<file path="src/rtl/uart_tx_sched_pkg.sv">
// Shared types and constants for the UART transmit scheduler.
package uart_tx_sched_pkg;

  typedef enum logic [2:0] {
    S_IDLE,
    S_START,
    S_DATA,
    S_PARITY,
    S_STOP
  } state_e;

  localparam int PAR_NONE = 0;
  localparam int PAR_EVEN = 1;
  localparam int PAR_ODD  = 2;

  // Shortest legal bit period; anything smaller is clamped at accept.
  localparam int MIN_DIV = 2;

  // Parity bit that makes XOR(data, bit) = 0 (even) or 1 (odd).
  function automatic logic par_bit(input logic [7:0] d, input int mode);
    return (mode == PAR_ODD) ? ~^d : ^d;
  endfunction

endpackage

</file>
<file path="src/rtl/uart_tx_sched_if.sv">
// Byte handshake plus per-frame divisor between producer and transmitter.
interface uart_tx_sched_if #(
  parameter int DIV_W = 16
);
  logic [DIV_W-1:0] divisor;
  logic [7:0]       tx_data;
  logic             tx_valid;
  logic             tx_ready;

  modport master (output divisor, output tx_data, output tx_valid, input tx_ready);
  modport slave  (input divisor, input tx_data, input tx_valid, output tx_ready);
endinterface

</file>
<file path="src/rtl/uart_tx_sched_baud_tick_gen.sv">
// Restartable bit-period counter: clear zeroes the count and loads the
// clamped divisor, so bit boundaries line up with the frame start.
module baud_tick_gen
  import uart_tx_sched_pkg::*;
#(
  parameter int DIV_W = 16
) (
  input  logic             clk,
  input  logic             reset_n,
  input  logic             clear,
  input  logic             en,
  input  logic [DIV_W-1:0] div_in,
  output logic             tick
);
  localparam logic [DIV_W-1:0] MIN_D = DIV_W'(MIN_DIV);

  logic [DIV_W-1:0] div_q;
  logic [DIV_W-1:0] cnt;

  // Count 0..div-1 while enabled; wrap on tick so the next bit starts at 0.
  always_ff @(posedge clk or negedge reset_n) begin
    if (!reset_n) begin
      div_q <= MIN_D;
      cnt   <= '0;
    end else if (clear) begin
      div_q <= (div_in < MIN_D) ? MIN_D : div_in;
      cnt   <= '0;
    end else if (en) begin
      cnt <= tick ? '0 : cnt + DIV_W'(1);
    end
  end

  assign tick = en && (cnt == div_q - DIV_W'(1));

endmodule

</file>
<file path="src/rtl/uart_tx_sched.sv">
// UART transmit controller: accepts a byte, then sequences start, 8 data
// bits LSB first, optional parity and stop bit(s) on a registered tx line.
module uart_tx_sched
  import uart_tx_sched_pkg::*;
#(
  parameter int DIV_W     = 16,
  parameter int STOP_BITS = 1,
  parameter int PARITY    = PAR_NONE
) (
  input  logic             clk,
  input  logic             reset_n,
  uart_tx_sched_if.slave   bus,
  output logic             tx,
  output logic             busy,
  output logic             frame_done
);
  state_e     state;
  logic [7:0] shreg;
  logic       par_q;
  logic [2:0] bit_idx;
  logic       tick;
  logic       xfer;

  assign xfer = bus.tx_valid & bus.tx_ready;

  // busy spans exactly the non-idle states, so it doubles as counter enable.
  baud_tick_gen #(.DIV_W(DIV_W)) u_baud (
    .clk    (clk),
    .reset_n(reset_n),
    .clear  (xfer),
    .en     (busy),
    .div_in (bus.divisor),
    .tick   (tick)
  );

  // Frame sequencer; every output is registered alongside the state.
  always_ff @(posedge clk or negedge reset_n) begin
    if (!reset_n) begin
      state        <= S_IDLE;
      shreg        <= '0;
      par_q        <= 1'b0;
      bit_idx      <= '0;
      tx           <= 1'b1;
      busy         <= 1'b0;
      bus.tx_ready <= 1'b1;
      frame_done   <= 1'b0;
    end else begin
      frame_done <= 1'b0;
      case (state)
        S_IDLE: if (xfer) begin
          shreg        <= bus.tx_data;
          par_q        <= par_bit(bus.tx_data, PARITY);
          bit_idx      <= '0;
          tx           <= 1'b0;
          busy         <= 1'b1;
          bus.tx_ready <= 1'b0;
          state        <= S_START;
        end
        S_START: if (tick) begin
          tx    <= shreg[0];
          shreg <= shreg >> 1;
          state <= S_DATA;
        end
        S_DATA: if (tick) begin
          if (bit_idx != 3'd7) begin
            tx      <= shreg[0];
            shreg   <= shreg >> 1;
            bit_idx <= bit_idx + 3'd1;
          end else begin
            bit_idx <= '0;
            if (PARITY != PAR_NONE) begin
              tx    <= par_q;
              state <= S_PARITY;
            end else begin
              tx    <= 1'b1;
              state <= S_STOP;
            end
          end
        end
        S_PARITY: if (tick) begin
          tx    <= 1'b1;
          state <= S_STOP;
        end
        S_STOP: if (tick) begin
          if (bit_idx == 3'(STOP_BITS - 1)) begin
            bit_idx      <= '0;
            busy         <= 1'b0;
            bus.tx_ready <= 1'b1;
            frame_done   <= 1'b1;
            state        <= S_IDLE;
          end else begin
            bit_idx <= bit_idx + 3'd1;
          end
        end
        default: begin
          tx           <= 1'b1;
          busy         <= 1'b0;
          bus.tx_ready <= 1'b1;
          state        <= S_IDLE;
        end
      endcase
    end
  end

endmodule

</file>
<file path="src/flat_wrapper.sv">
// flat-port wrapper written by rule: the top's interface ports become plain ports
module uart_tx_sched_flat import uart_tx_sched_pkg::*;
#(
  parameter int DIV_W     = 16,
  parameter int STOP_BITS = 1,
  parameter int PARITY    = PAR_NONE
)
  (clk, reset_n, tx, busy, frame_done, bus_divisor, bus_tx_data, bus_tx_valid, bus_tx_ready);
  uart_tx_sched_if #(.DIV_W(DIV_W)) bus_i ();
  input  logic clk;
  input  logic reset_n;
  output logic tx;
  output logic busy;
  output logic frame_done;
  input wire logic [$bits(bus_i.divisor)-1:0] bus_divisor;
  input wire logic [$bits(bus_i.tx_data)-1:0] bus_tx_data;
  input wire logic [$bits(bus_i.tx_valid)-1:0] bus_tx_valid;
  output wire logic [$bits(bus_i.tx_ready)-1:0] bus_tx_ready;
  assign bus_i.divisor = bus_divisor;
  assign bus_i.tx_data = bus_tx_data;
  assign bus_i.tx_valid = bus_tx_valid;
  assign bus_tx_ready = bus_i.tx_ready;
  uart_tx_sched #(.DIV_W(DIV_W), .STOP_BITS(STOP_BITS), .PARITY(PARITY)) u_core (.clk(clk), .reset_n(reset_n), .bus(bus_i), .tx(tx), .busy(busy), .frame_done(frame_done));
endmodule
</file>
<file path="config.mk">
export PLATFORM = sky130hd
export DESIGN_NAME = uart_tx_sched_flat
export DESIGN_NICKNAME = d
export VERILOG_FILES = /design/src/rtl/uart_tx_sched_pkg.sv /design/src/rtl/uart_tx_sched_if.sv /design/src/rtl/uart_tx_sched_baud_tick_gen.sv /design/src/rtl/uart_tx_sched.sv /design/src/flat_wrapper.sv
export SDC_FILE = /design/constraint.sdc
export NUM_CORES = 1
export LEC_CHECK = 0
export CAP_MARGIN = 20
export CORE_MARGIN = 2
export CORE_UTILIZATION = 61
export DETAILED_ROUTE_END_ITERATION = 10
export PLACE_DENSITY = 0.84
export SYNTH_ARGS = -nofsm -noshare
export SYNTH_HDL_FRONTEND = slang
export SYNTH_SLANG_ARGS = --single-unit
</file>
<file path="constraint.sdc">
create_clock -name clk -period 5.5 [get_ports clk]
set_input_delay 1.1 -clock clk [delete_from_list [all_inputs] [get_ports clk]]
set_output_delay 1.1 -clock clk [all_outputs]
set_load 0.05 [all_outputs]
</file>
# Word level (Yosys, flattened, before mapping)
# Cells that the tools add are included.
classes:
  eq_ne: 14
  n_bitwise: 3
  muxes: 39
  magnitude_cmp: 1
  addsub: 3
  reduce_logical: 12
op_table:
  columns: ["cell", "n"]
  rows:
  - ["$mux 16", 4]
  - ["$mux 3", 12]
  - ["$mux 8", 4]
  - ["$pmux 8 s3", 1]
  - ["$add 16x1->16 const B", 1]
  - ["$eq 16x16->1", 1]
  - ["$lt 16x2->1 const B", 1]
  - ["$sub 16x1->16 const B", 1]
  - ["$pmux 3 s5", 1]
  - ["$mux 1", 13]
  - ["$ne 2x2->1 const B", 6]
  - ["$reduce_and 5->1", 2]
  - ["$pmux 3 s3", 1]
  - ["$reduce_and 4->1", 2]
  - ["$reduce_and 7->1", 1]
  - ["$eq 3x2->1 const B", 2]
  - ["$logic_not 3->1", 2]
  - ["$pmux 1 s3", 2]
  - ["$reduce_bool 3->1", 2]
  - ["$pmux 1 s5", 1]
  - ["$ne 2x1->1 const B", 2]
  - ["$add 3x1->3 const B", 1]
  - ["$eq 3x1->1 const B", 1]
  - ["$eq 3x3->1 const B", 1]
  - ["other kinds (6)", 7]
word_totals:
  in_bits: 27
  output_inout_bits: 4
  regBits: 50
  word_cells: 81

# Depth between registers and ports, before layout
# Gate-level depths: netlist (run 1).
logic_depth:
  ltp_word: 6
  mapped_depth: 13

# Hierarchy
# From an unflattened synthesis (run 1), not the netlist that was laid out.
unflattened:
  cells_unflattened: 299
  area_unflattened_um2: 3072.9
by_module_without_submodules:
  columns: ["mod", "area_each_um2", "cells_per_inst", "instances"]
  rows:
  - ["baud_tick_gen", 2078.2, 199, 1]
  - ["uart_tx_sched", 994.7, 100, 1]

# Least setup slack after synthesis (run 1)
# Ideal clock, no wire load.
synth_timing:
  kind: "flip-flop to flip-flop"
  from: "reg u_core.u_baud.div_q[0]"
  to: "reg u_core.bit_idx[0]"
  setup_time_ns: 0.125
  t_arrival_ns: 2.682
  path_buffers: 2
  path_slack_ns: 2.692
  required_ns: 5.375
  path_stages_with_launch: 13
  path_cell_list: "dfrtp_1 -> clkbuf_1 -> inv_1 -> ha_1 -> clkbuf_1 -> nor2b_1 -> or3_1 -> a31o_2 -> nor4_2 -> and4_4 -> a21boi_2 -> o21bai_2 -> mux2_4"
synth_between:
  elab_chain_cells: 5
  word_cells_on_any_way: 6
synth_lines:
  columns: ["element", "line_no", "text"]
  rows:
  - ["start: declaration", "uart_tx_sched_baud_tick_gen.sv:17", "logic [DIV_W-1:0] div_q;"]
  - ["start signal: assignment", "uart_tx_sched_baud_tick_gen.sv:26", "div_q <= (div_in < MIN_D) ? MIN_D : div_in;"]
  - ["$sub 16x1->16 (*)", "uart_tx_sched_baud_tick_gen.sv:33", "assign tick = en && (cnt == div_q - DIV_W'(1));"]
  - ["$eq 16x16->1 (*)", "uart_tx_sched_baud_tick_gen.sv:33", null]
  - ["$logic_and 1x1->1 (*)", "uart_tx_sched_baud_tick_gen.sv:33", null]
  - ["$ne 2x2->1 (no line)", null, null]
  - ["$reduce_and 4->1 (no line) (*)", null, null]
  - ["end signal: assignment", "uart_tx_sched.sv:68", "bit_idx <= bit_idx + 3'd1;"]
  - ["end signal: assignment", "uart_tx_sched.sv:92", "bit_idx <= bit_idx + 3'd1;"]
  - ["end: declaration", "uart_tx_sched.sv:20", "logic [2:0] bit_idx;"]
# Mark *: on every way between the ends. The rest lies on a longest branch, timed or not.
# A chain may end at the register's enable or synchronous reset.

# Final worst setup path (run 1)
layout_timing:
  from: "reg u_core.u_baud.div_q[0]"
  to: "reg u_core.u_baud.cnt[5]"
layout_between:
  elab_chain_cells: 6
layout_lines:
  columns: ["element", "line_no", "text"]
  rows:
  - ["$sub 16x1->16", "uart_tx_sched_baud_tick_gen.sv:33", null]
  - ["$eq 16x16->1", "uart_tx_sched_baud_tick_gen.sv:33", null]
  - ["$logic_and 1x1->1", "uart_tx_sched_baud_tick_gen.sv:33", null]
  - ["$mux 16", "uart_tx_sched_baud_tick_gen.sv:29", "cnt <= tick ? '0 : cnt + DIV_W'(1);"]
  - ["$mux 16", "uart_tx_sched_baud_tick_gen.sv:28", "end else if (en) begin"]
  - ["$mux 16", "uart_tx_sched_baud_tick_gen.sv:25", "end else if (clear) begin"]
  - ["end signal: assignment", "uart_tx_sched_baud_tick_gen.sv:29", null]
  - ["end: declaration", "uart_tx_sched_baud_tick_gen.sv:18", "logic [DIV_W-1:0] cnt;"]
# Every way passes these cells. The select of a mux whose other input is x is not followed.

==> qor.yml, run 1 <==
run_status: "finished clean"
static-leakage-power_nw: 1.64
ant_nets: 0
portion_of_synthesized_cell_area_occupied_by_the_leading_cell_type_pct: 37.1
placed_cell_area_um2: 3500
final-max-slew-violation-count: 0
grtUsageMet1_pct: 34.2
nets: 373
critPathArrivalTime_ns: 3.68
grt_use_met3_pct: 4.50
final_cells: 412
clock-root-buffer: "clkbuf_8"
ys_ff_latch: 50
fillers: 385
htreeDepth: 2
cp-end-kind: "flop"
use_met2_pct: 39.9
grt.total_usage_pct: 24.7
core_region_area_um2: 5070
cts_hold_buf: 0
clock_skew_ns: 0.00786
design.die.area_um2: 5790
tns_ns: 0
gp_congestion: 0.895
most-common-layout-cells: "dfrtp_1 (47), clkdlybuf4s50_1 (29), nor2_1 (18), mux2_2 (18)"
fin_util_pct: 71.0
ys_dominant_reg_cell: "dfrtp_1"
synth-seq-area-share_pct: 39.6
grt_pass1_vias: 2420
power_uw: 754
cts-resized-gates: 0
finalInstanceArea_um2: 3600
drt-vias-per-instance: 5.99
timing_hold_violations_final: 0
detailed_place_hpwl_um: 5000
drt_first_pass_iters: 4
critical_path.startpoint_type: "flop"
mappedNetlistArea_um2: 3170
grt-busiest-layer: "met2"
layout_min_cycle_time_ns: 3.44
clk_transition_reported_paths_ns: 0.09
layout.cells.most_common: "dfrtp_1"
antenna_cells_inserted: 0
rsz0062_at_grt: "no"
route.detailed.wl_per_inst_um: 16.6
placement_rows: 26
syn_avg_cell_area_um2: 10.0
fin_worst_setup_slack_ns: 2.06
antenna_violations_before_repair: 0
io-pin-count: 31
drc: 0
synth_nets: 349
grt_remaining_overflow: 0
layout_area_overhead_pct: 13.7
min_period_over_period_pct: 62.5
yosys_warnings: 0
ys_async_sr_fraction_pct: 100
place_inst: 404
via_count: 2466
synth_enable_flop_cells: 0
tritoncts.num_buffers: 5
wl_um: 6820
clkSinkCount: 50
yosys.cell_types.count: 60
fmax_ghz: 0.291
dr.first_iter.drc_count: 179
grt_start_max_net_pins: 51
cts_tree: "built"
insertion_delay_ns: 0.30
worst-path-max-fanout: 30
cp_data_required_time_ns: 5.75
grt_pass1_wl_um: 11700
syn-instance-count: 317
start_util_pct: 62.5
hold_ws_ns: 0.515
cts_setup_buffers: 0
cts_max_path_buffers: 2
worstSetupPathType: "reg -> reg"
vdd_ir_drop_max_v: 0.000251
power.density_nw_per_um2: 209
worst_slew_margin_pct: 45.7
port_buf_inserts: 30
floorplan.die.height_um: 76.1
setup_viol: 0
yosysTopAreaCell: "dfrtp_1"
die_width_um: 76.1
ratio_of_cells_with_drive_above_1_in_the_final_layout_pct: 14.6
worstHoldPathType: "reg -> reg"
drv_cap: 0
transition_time_at_the_pin_with_the_least_slew_margin_ns: 0.808
detailedPlace.worstSlack_ns: 2.17
main_area_contributors_after_synthesis: "dfrtp_1 (37%), mux2_2 (6.4%), mux2_4 (3.8%), xnor2_1 (3.6%), a21o_1 (3.6%)"
## registers in the layout, summed over array words and instances, names as in the netlist
register             cells
u_core.u_baud.cnt       16
u_core.u_baud.div_q     16
u_core.bit_idx           3
u_core.frame_done        1
u_core.bus.tx_ready      1
u_core.state             3
u_core.tx                1
u_core.shreg             8
u_core.busy              1
## layer usage
metal,share of wire (%),routed length (um)
met5,0,0
met3,4.2,284
met2,47,3180
met4,1.2,82
met1,48,3270
## final timing paths
path	from	end	slack (ns)	depth (start not counted)
min in group asynchronous	reset_n	u_core.u_baud.cnt[10]	0.90	2
worst max register to register	u_core.u_baud.div_q[0]	u_core.u_baud.cnt[5]	2.06	10
worst min register to register	u_core.bus.tx_ready	u_core.bus.tx_ready	0.51	2
worst min-delay path	u_core.bus.tx_ready	u_core.bus.tx_ready	0.51	2
max in group asynchronous	reset_n	u_core.state[0]	4.16	2
worst max-delay path	u_core.u_baud.div_q[0]	u_core.u_baud.cnt[5]	2.06	10
## worst max-delay path: stages (launching register included)
cell and delay (ns):
dfrtp_1 0.47, inv_1 0.12, ha_1 0.35, or4b_4 0.55, nor4_2 0.31, xnor2_1 0.22, nor4_2 0.07, and4_4 0.20
nand3b_2 0.58, nor4_1 0.39, a21o_1 0.12
## cell families after synthesis
logic type | Yosys count | share of synthesized area, %
muxes | 33 | 12.4
and+or+nand+nor | 113 | 21.6
DFF | 50 | 39.6
buffers and inverters | 27 | 3.51
xor gates and xnor gates | 19 | 5.25
adders and majority gates | 5 | 1.97
AOI/OAI and AO/OA | 70 | 15.7
## where the power goes
part           leakage (nW)  internal [mW]  switching, mW
combinational         0.946         0.0495         0.0505
sequential            0.645          0.379         0.0193
clock                0.0524          0.136          0.119
total                  1.64          0.565          0.189
## layout make-up
type	instances	area [um^2]	share of cell area [%]
multi-input combinational	240	1800	50.1
sequential	50	1250	34.8
timing repair buffer	31	303	8.40
tap	70	87.6	2.43
clock buffer	7	76.3	2.12
inverter	13	48.8	1.35
clock inverter	1	30.0	0.833
## cells in the mapped netlist, drive strengths merged, types with 3 or more instances
library cell and n:
xor2 6, dfrtp 47, nor4 11, mux2i 7, and3 11, nor2 19
nand2 14, xnor2 13, nand4 3, dfstp 3, nor3b 15, inv 13
and2 3, nand2b 4, a21o 15, nor3 10, ha 5, nand3 4
mux2 26, o22a 3, buf 4, o21ai 21, clkbuf 10, a21oi 7
nor2b 5
Note: power is estimated with default switching activity, not from simulation.
==> run 2, diff against run 1 <==
Settings changed: CORE_UTILIZATION 61 to 57, PLACE_DENSITY 0.84 to 0.8.
Clock period 5.5 ns to 3.5 ns, I/O delays scaled along.
==> run 2 against run 1 <==
  * Combinational power rose by 61%
  * Power grew 59%
  * Setup slack lost 1.7 ns
  * Worst hold slack got worse by 0.13 ns
  * Final area grew 1.9%
  * First-iteration DRC count fell by 12%
  * Final cell count increased by 1.7%
==> qor.yml, run 2 (synthesized netlist as in run 1, its figures left out) <==
insertion_delay_ns: 0.31  # about the same
most-common-layout-cells: "dfrtp_1 (47), clkdlybuf4s50_1 (29), nor2_1 (18), mux2_2 (18)"
antenna_violations_before_repair: 0  # unchanged
crit_chain: "inv_1 > ha_1 > or4b_4 > and4bb_1 > xnor2_1 > nor4_2 > and4_4 > nand3b_2 > buf_12 > o21ai_1 > a21o_1"
min_period_over_period_pct: 89.4  # +27 points
cts_max_path_buffers: 2  # unchanged
final-max-slew-violation-count: 0  # unchanged
layout_area_overhead_pct: 15.9
layout.cells.most_common: "dfrtp_1"
timing_hold_violations_final: 0  # unchanged
finalInstanceArea_um2: 3670  # +1.9%
critical-path-max-stage-delay_ns: 0.55  # -0.03 ns
transition_time_at_the_pin_with_the_least_slew_margin_ns: 0.781  # -0.0270 ns
htreeDepth: 2  # unchanged
grt_remaining_overflow: 0  # unchanged
crit-reg2reg-capture: "u_core.u_baud.cnt[7]"
power.density_nw_per_um2: 326  # +56%
clock_skew_ns: 0.0136  # +0.00575 ns
clkSinkCount: 50  # unchanged
cts_tree: "built"
dr.first_iter.drc_count: 157  # -12%
hold_ws_ns: 0.383  # -0.132 ns
largestRegisters: "u_core.u_baud.cnt: 16 flops, u_core.u_baud.div_q: 16 flops, u_core.shreg: 8 flops"
antenna_cells_inserted: 0  # unchanged
crit_start: "u_core.u_baud.div_q[0]"
placement_rows: 27  # +3.8%
nets: 378  # +1.3%
core_region_area_um2: 5440  # +7.2%
layout_min_cycle_time_ns: 3.13  # -0.310 ns
worstSetupPathType: "reg -> reg"
detailed_place_hpwl_um: 4990  # about the same
critPathTopFamily: "simple AND/OR/NAND/NOR gates"
grt_pass1_vias: 2433  # +0.54%
worstHoldPathType: "in -> async"
rsz0062_at_grt: "no"
regToRegStartpoint: "u_core.u_baud.div_q[0]"
design.die.area_um2: 6170  # +6.6%
die_width_um: 78.6  # +3.3%
run_status: "finished clean"
drc: 0  # unchanged
cp-end-kind: "flop"
cp_data_required_time_ns: 3.70  # -2.05 ns
route.detailed.wl_per_inst_um: 16.3  # -1.7%
critPathArrivalTime_ns: 3.33  # -0.35 ns
placed_cell_area_um2: 3560  # +1.9%
setup_viol: 0  # unchanged
grt_pass1_wl_um: 11700  # +0.12%
drt-vias-per-instance: 5.96  # -0.43%
critical_path.startpoint_type: "flop"
drv_cap: 0  # unchanged
fmax_ghz: 0.319  # +9.9%
ratio_of_cells_with_drive_above_1_in_the_final_layout_pct: 16.1  # +1.5 points
port_buf_inserts: 30  # unchanged
worst-r2r-cell-count: 11  # +1
tritoncts.num_buffers: 5  # unchanged
cp.buffers_inverters: 2  # +1
via_count: 2497  # +1.3%
vdd_ir_drop_max_v: 0.000220  # -12%
worstSetupEndpoint: "u_core.u_baud.cnt[7]"
io-pin-count: 31  # unchanged
cts-resized-gates: 0  # unchanged
clock-root-buffer: "clkbuf_8"
total_stage_count_of_the_critical_path: 11  # +1
gp_congestion: 0.956  # +6.8%
fin_util_pct: 67.5  # -3.5 points
ant_nets: 0  # unchanged
power_mw: 1.20  # +59%
grt_start_max_net_pins: 31  # -39%
crit_slowest_cell: "or4b_4"
floorplan.die.height_um: 78.6  # +3.3%
worst_slew_margin_pct: 47.6  # +1.8 points
cts_hold_buf: 0  # unchanged
internal_reg_to_reg_setup_slack_ns: 0.37  # -1.69 ns
tns_ns: 0  # unchanged
worst-path-max-fanout: 30  # unchanged
wl_um: 6810  # about the same
grt.total_usage_pct: 24.0  # -0.75 points
drt_first_pass_iters: 4  # unchanged
static-leakage-power_nw: 1.68  # +2.1%
cts_setup_buffers: 0  # unchanged
clk_transition_reported_paths_ns: 0.10  # about the same
start_util_pct: 58.3  # -4.2 points
## run 2: area by class of cell
type | instances | area (um^2)
clock buffers | 6 | 72.6
clock inverters | 2 | 37.5
fillers | 410 | 1770
inverters | 13 | 48.8
multi-input cells | 240 | 1800
flip-flops and latches | 50 | 1250
well taps | 72 | 90.1
repair buffers | 36 | 365
## run 2: through the flow
stage	worst slack, ns	std cells
2_1_floorplan	0.692	317
3_3_place_gp	0.474	410
3_5_place_dp	0.369	411
4_1_cts	0.376	419
5_1_grt	0.140	419
6_report	0.370	419
## run 2: worst min path at each step
stage / start / endpoint / slack [ns]
after CTS: reset_n / u_core.u_baud.div_q[11] / 0.40
after global routing: reset_n / u_core.u_baud.div_q[15] / 0.43
after global placement: u_core.shreg[7] / u_core.shreg[7] / 0.48
after detailed placement: u_core.shreg[7] / u_core.shreg[7] / 0.49
after floorplan: reset_n / u_core.bit_idx[0] / 0.40
final: reset_n / u_core.bit_idx[2] / 0.38
## run 2: power breakdown
| part | leakage, nW | internal (mW) | total (mW) | switching (mW) |
|---|---|---|---|---|
| Sequential | 0.645 | 0.596 | 0.625 | 0.0290 |
| Clock | 0.0514 | 0.214 | 0.414 | 0.200 |
| Combinational | 0.982 | 0.0817 | 0.161 | 0.0788 |
## run 2: metal layers
metal / routed length (um) / GRT usage, % / share of wire, %
met3: 452 / 6.90 / 6.6
met4: 87 / 5.44 / 1.3
met1: 3030 / 32.0 / 44
met2: 3250 / 38.7 / 48
met5: 0 / 0 / 0
## run 2: worst register-to-register path: cells and delay by family, from the launching register on
kind                     cells  cell delay [ns]
buffers and inverters        2             0.29
flip-flops                   1             0.47
adder cells (fa/ha/maj)      1             0.33
AO/OA/AOI/OAI                2             0.30
XOR/XNOR                     1             0.10
AND/OR/NAND/NOR              5             1.55
==> run 3, diff against run 2 <==
Settings changed: ABC_CLOCK_PERIOD_IN_PS from default to 3500.
==> results of run 3 <==
The final DEF is identical to that of run 2; final timing and power are the same.
